$ cat src/rtl/tetris_pkg.sv
// Shared piece definitions for the piece bag scheduler and its queue.
// Bag semantics in piece_bag_scheduler are enabled with macro PIECE_BAG_EN.
package tetris_pkg;

   localparam int NUM_PIECES = 7;
   localparam logic [6:0] BAG_FULL = 7'h7F;

   typedef enum logic [2:0] {
      PIECE_I = 3'd0,
      PIECE_O = 3'd1,
      PIECE_T = 3'd2,
      PIECE_S = 3'd3,
      PIECE_Z = 3'd4,
      PIECE_J = 3'd5,
      PIECE_L = 3'd6
   } piece_t;

   typedef enum logic [1:0] {
      ST_INIT = 2'd0,
      ST_FILL = 2'd1,
      ST_HOLD = 2'd2
   } sched_state_t;

   // Lowest-index piece still present in the bag; an empty bag yields piece 0.
   function automatic piece_t lowest_set(input logic [6:0] bag);
      piece_t res;
      res = PIECE_I;
      for (int i = NUM_PIECES - 1; i >= 0; i--) begin
         if (bag[i]) res = piece_t'(3'(i));
      end
      return res;
   endfunction

endpackage

$ cat src/rtl/piece_queue.sv
// Shift-register piece FIFO: slot 0 is the head, all slots readable in parallel.
// Invalid slots always hold 0 because a pop shifts zero into the top slot.
module piece_queue
   import tetris_pkg::*;
#(
   parameter int depth_p = 4
) (
   input  logic                               clk,
   input  logic                               reset,
   input  logic                               push,
   input  piece_t                             push_piece,
   input  logic                               pop,
   output logic [depth_p*3-1:0]               slots,
   output logic [$clog2(depth_p+1)-1:0]       count
);

   localparam int CW = $clog2(depth_p + 1);

   logic [2:0]    slot_r [depth_p];
   logic [2:0]    slot_n [depth_p];
   logic [CW-1:0] count_r;
   logic [CW-1:0] count_n;
   logic [CW-1:0] tail;

   always_comb begin
      tail = count_r - CW'(pop);
      for (int i = 0; i < depth_p - 1; i++) begin
         slot_n[i] = pop ? slot_r[i+1] : slot_r[i];
      end
      slot_n[depth_p-1] = pop ? 3'd0 : slot_r[depth_p-1];
      // With a same-cycle pop the tail position has already moved down by one.
      if (push) begin
         for (int i = 0; i < depth_p; i++) begin
            if (CW'(i) == tail) slot_n[i] = push_piece;
         end
      end
      count_n = count_r + CW'(push) - CW'(pop);
   end

   always_ff @(posedge clk) begin
      if (reset) begin
         for (int i = 0; i < depth_p; i++) slot_r[i] <= 3'd0;
         count_r <= '0;
      end else begin
         for (int i = 0; i < depth_p; i++) slot_r[i] <= slot_n[i];
         count_r <= count_n;
      end
   end

   always_comb begin
      for (int i = 0; i < depth_p; i++) slots[3*i +: 3] = slot_r[i];
   end

   assign count = count_r;

endmodule

$ cat src/rtl/piece_bag_scheduler.sv
// Draws pieces from a random word into a preview queue, optionally with 7-bag
// fairness (macro PIECE_BAG_EN) and a fallback pick after repeated rejections.
module piece_bag_scheduler
   import tetris_pkg::*;
#(
   parameter int width_p      = 32,
   parameter int depth_p      = 4,
   parameter int max_reject_p = 8
) (
   input  logic                     clk_i,
   input  logic                     reset_i,
   input  logic [width_p-1:0]       random_i,
   input  logic                     piece_ready_i,
   output logic                     piece_v_o,
   output logic [2:0]               piece_o,
   output logic [(depth_p-1)*3-1:0] preview_o,
   output logic                     preview_v_o
);

   localparam int CW = $clog2(depth_p + 1);
   localparam int RW = (max_reject_p > 1) ? $clog2(max_reject_p) : 1;

   // Handshake: the head piece transfers on a cycle where piece_v_o and
   // piece_ready_i are both high; piece_v_o never depends on piece_ready_i.

   sched_state_t      state_r, state_n;
   logic [6:0]        bag_r, bag_n;
   logic [RW-1:0]     reject_cnt_r, reject_cnt_n;

   logic [depth_p*3-1:0] slots;
   logic [CW-1:0]        count;

   logic       pop;
   logic       draw_en;
   logic [2:0] cand;
   logic [7:0] bag_ext;
   logic       cand_ok;
   logic       fallback;
   logic       push;
   piece_t     push_piece;
   logic [6:0] bag_clr;
   logic       unused_random;

   assign unused_random = ^random_i[width_p-1:3];

   assign piece_v_o   = (count != '0);
   assign preview_v_o = (count == CW'(depth_p));
   assign piece_o     = slots[2:0];
   assign preview_o   = slots[depth_p*3-1:3];
   assign pop         = piece_v_o & piece_ready_i;

   always_comb begin
      state_n = state_r;
      draw_en = 1'b0;
      case (state_r)
         ST_INIT: state_n = ST_FILL;
         ST_FILL: begin
            draw_en = (count < CW'(depth_p)) || pop;
            if ((count == CW'(depth_p)) && !pop) state_n = ST_HOLD;
         end
         ST_HOLD: begin
            if (pop) state_n = ST_FILL;
         end
         default: state_n = ST_INIT;
      endcase
   end

   always_comb begin
      cand     = random_i[2:0];
      // Bit 7 of the extended bag is always 0 so candidate 7 never matches.
      bag_ext  = {1'b0, bag_r};
      cand_ok  = bag_ext[cand];
      fallback = draw_en && !cand_ok && (reject_cnt_r == RW'(max_reject_p - 1));
      push     = draw_en && (cand_ok || fallback);
      push_piece = cand_ok ? piece_t'(cand) : lowest_set(bag_r);

      reject_cnt_n = reject_cnt_r;
      if (push) reject_cnt_n = '0;
      else if (draw_en) reject_cnt_n = reject_cnt_r + RW'(1);

      bag_clr = bag_r & ~(7'd1 << push_piece);
`ifdef PIECE_BAG_EN
      bag_n = bag_r;
      if (push) bag_n = (bag_clr == 7'd0) ? BAG_FULL : bag_clr;
`else
      bag_n = BAG_FULL;
`endif
   end

   always_ff @(posedge clk_i) begin
      if (reset_i) begin
         state_r      <= ST_INIT;
         bag_r        <= BAG_FULL;
         reject_cnt_r <= '0;
      end else begin
         state_r      <= state_n;
         bag_r        <= bag_n;
         reject_cnt_r <= reject_cnt_n;
      end
   end

   piece_queue #(
      .depth_p (depth_p)
   ) u_queue (
      .clk        (clk_i),
      .reset      (reset_i),
      .push       (push),
      .push_piece (push_piece),
      .pop        (pop),
      .slots      (slots),
      .count      (count)
   );

endmodule

$ cat config.mk
export PLATFORM = sky130hd
export DESIGN_NAME = piece_bag_scheduler
export DESIGN_NICKNAME = d
export VERILOG_FILES = /design/src/rtl/tetris_pkg.sv /design/src/rtl/piece_queue.sv /design/src/rtl/piece_bag_scheduler.sv
export SDC_FILE = /design/constraint.sdc
export NUM_CORES = 1
export LEC_CHECK = 0
export BUFFER_PORTS_ARGS = -buffer_cell sky130_fd_sc_hd__buf_2
export CELL_PAD_IN_SITES_DETAIL_PLACEMENT = 1
export CELL_PAD_IN_SITES_GLOBAL_PLACEMENT = 1
export CORE_UTILIZATION = 35
export DETAILED_ROUTE_END_ITERATION = 7
export HOLD_SLACK_MARGIN = 0.02
export PLACE_DENSITY_LB_ADDON = 0.1
export SLEW_MARGIN = 20
export SYNTH_ARGS = -nofsm -noshare
export SYNTH_HDL_FRONTEND = slang
export SYNTH_SLANG_ARGS = --single-unit
$ cat constraint.sdc
create_clock -name clk_i -period 3.92 [get_ports clk_i]
set_input_delay 0.588 -clock clk_i [delete_from_list [all_inputs] [get_ports clk_i]]
set_output_delay 0.588 -clock clk_i [all_outputs]
set_load 0.02 [all_outputs]
==> run metrics <==
Levels on crit path 8; PortBufs 19; Max Slew Vio Count 0; Hold Path Class register to register; clock skew approximately 0.0040 ns; Async S/R FF share, synth 0; count of final hold-check violations 0; sum of negative setup slack 0 ns; top_reg_cell synth dfxtp_1; Clk Latency, worst-skew pair 0.30 ns; Setup crit start kind register; # IOs 49; first-pass GRT wire length between 4000 and 5000 um; Tcrit/Tclk final 0.848; Num CTS Buffers 3; CP bufs+invs 1; Final Setup Violations 0; synthesized cell area 1080 um^2; biggest area consumer among synthesized cells dfxtp_1; top post-synthesis cells by area dfxtp_1, nand2_1, o41ai_1; CTS max path bufs 2; Core Region approximately 2800 um^2; Initial Util 0.380; setup slack, reg-to-reg ~0.59 ns; Post-Syn Nets around 160; CP peak stage delay ~0.63 ns; WS Path Type register to register; FF-to-FF End u_queue.slot_r[0][1]; max_cap viols 0; largest net degree at the start of global routing 15; commonest cells after routing, fill and taps aside nand2_1, dfxtp_1, buf_2, o41ai_1, a31oi_1; Post-Place Cell Area roughly 1200 um^2; # DRC 1; CP Data Required Time a little over 4 ns; most common cell after layout, fill and taps aside nand2_1; RSZ-0062 raised after global routing no; Starting DRT DRC Count 32; Worst setup endpoint u_queue.slot_r[0][1]; Finished Cell Area 1190 um^2; failing checks design-rule violations; grt total ovfl 0; slowest cell on the critical path o41ai_1; CTS tree done; CTS HTree Levels 1; Pre-antenna DRT Iters 6; Peak VDD IR 0.243 mV; vias in the first global route a little over 1000; routed vias/inst 5.86; final-stage net count 181; share of the synthesized area in the top cell type 0.372; CP arrival around 3.5 ns; Die Height between 50 and 60 um; CTS Hold Bufs 0; critical path startpoint u_queue.count[1]; antenna violations before repair 0; # diodes 0; number of routed nets with antenna violations 0; Tmin final ~3.3 ns; register area share after synthesis 0.372; proportion of layout cells with a drive suffix above 1 0.175; Slew headroom 0.597; CP max FO 14; Synth Register Bits 20; outcome finished, violations left; wire per inst 15.5 um; Root Buffer clkbuf_4; Synth cell types 33; Critical Path Most Common Cell ha_1; f_max about 300 MHz; clk sinks 20; Die W about 57 um; Pleak roughly 0.48 nW; Cells after Synth between 100 and 150; Yosys Warn Count 0; Worst R2R Start u_queue.count[1]; GRT Util Overall 0.182; die area ~3300 um^2; Pwr per Cell Area 640 nW/um^2; fin util 0.422; mean cell area of the mapped netlist 8.82 um^2; row count 19; vias after detailed routing 985; reg2reg path depth 8; Crit. End Element register; worst slew pin tran 0.604 ns; CP top delay family compound AO/OA/AOI/OAI gates; CP Cell Sequence o31ai_4, inv_1, ha_1, ha_1, xnor2_1, nand4_1, o41ai_1, a31oi_1; Post-synth EDFFs 0; Power Total about 0.76 mW; final wirelength 2610 um; clock-pin slew on the worst setup and hold paths 0.11 ns; GP Congestion between 0.7 and 0.8; Area growth syn-to-layout 10.9%; hpwl dp around 2000 um
cells in the mapped netlist (2+ instances only):
cell and instances:
a31oi_1 9, a21oi_1 4, buf_2 2, inv_1 7, o41ai_1 9, clkbuf_1 2
nor2b_1 3, and3_1 2, a22oi_1 2, nand3_1 3, o311ai_0 2, a21boi_0 3
nand2_1 21, buf_6 2, nor2_1 4, dfxtp_1 20, xnor2_1 3, ha_1 6
nand4_1 4
metal layers:
layer / vias to the layer above / share of wire / track usage
met5: - / 0 / 0
met4: 0 / 0.010 / 0.0662
met3: 4 / 0.019 / 0.0272
met2: 10 / 0.49 / 0.289
met1: 490 / 0.48 / 0.251
li1: 481 / - / -
flip-flops by register name, indices dropped and copies added, names as in the netlist:
| register | cells |
|---|---|
| u_queue.slot_r | 12 |
| u_queue.count | 3 |
| reject_cnt_r | 3 |
| state_r | 2 |
worst reg2reg max path, delay by kind of cell, from the launching register on:
kind                       cells  cell delay [ns]
AOI/OAI and AO/OA              3             1.32
and+or+nand+nor                1             0.43
xor gates and xnor gates       1             0.20
adders and majority gates      2             0.49
buffers and inverters          1             0.32
DFF                            1             0.44
final cells by class:
class	instances	area (um^2)
clock buffers	3	22.5
fillers	354	1640
multi-input cells	88	611
repair buffers	19	95.1
flip-flops and latches	20	400
inverters	7	26.3
well taps	31	38.8
kinds of logic after synthesis:
logic type / share of synthesized area
AND/OR/NAND/NOR: 0.217
adder cells (fa/ha/maj): 0.0884
buffers and inverters: 0.0686
XOR/XNOR: 0.0244
multiplexers: 0.00930
flip-flops: 0.372
AO/OA/AOI/OAI: 0.220
stage by stage:
stage / hold slack, ns / worst slack [ns] / instances
floorplan: 0.481 / 1.26 / 122
CTS: 0.500 / 0.242 / 168
finish: 0.495 / 0.595 / 168
global route: 0.523 / 0.334 / 168
detailed placement: 0.484 / 0.260 / 165
global placement: 0.462 / 0.378 / 165
where the power goes:
group / switching (mW) / internal [mW] / leakage [nW] / total, mW
clock: 0.0622 / 0.0358 / 0.0138 / 0.0980
sequential: 0.0428 / 0.245 / 0.163 / 0.288
combinational: 0.251 / 0.127 / 0.300 / 0.378
total: 0.356 / 0.408 / 0.477 / 0.764
what timing repair did:
item                                    CTS  global route
gates resized for setup                   0             1
setup buffers                             0             0
endpoints found under the setup margin    0             2
worst min path at each step:
stage / start / endpoint / slack, ns / depth (start not counted)
floorplan: reject_cnt_r[1] / reject_cnt_r[1] / 0.48 / 2
global placement: u_queue.slot_r[0][0] / u_queue.slot_r[0][0] / 0.46 / 2
detailed placement: u_queue.slot_r[0][1] / u_queue.slot_r[0][1] / 0.48 / 2
CTS: u_queue.slot_r[0][1] / u_queue.slot_r[0][1] / 0.50 / 2
global route: u_queue.slot_r[3][2] / u_queue.slot_r[2][2] / 0.52 / 2
finish: u_queue.slot_r[0][2] / u_queue.slot_r[0][2] / 0.50 / 2
Note: power is estimated with default switching activity, not from simulation.
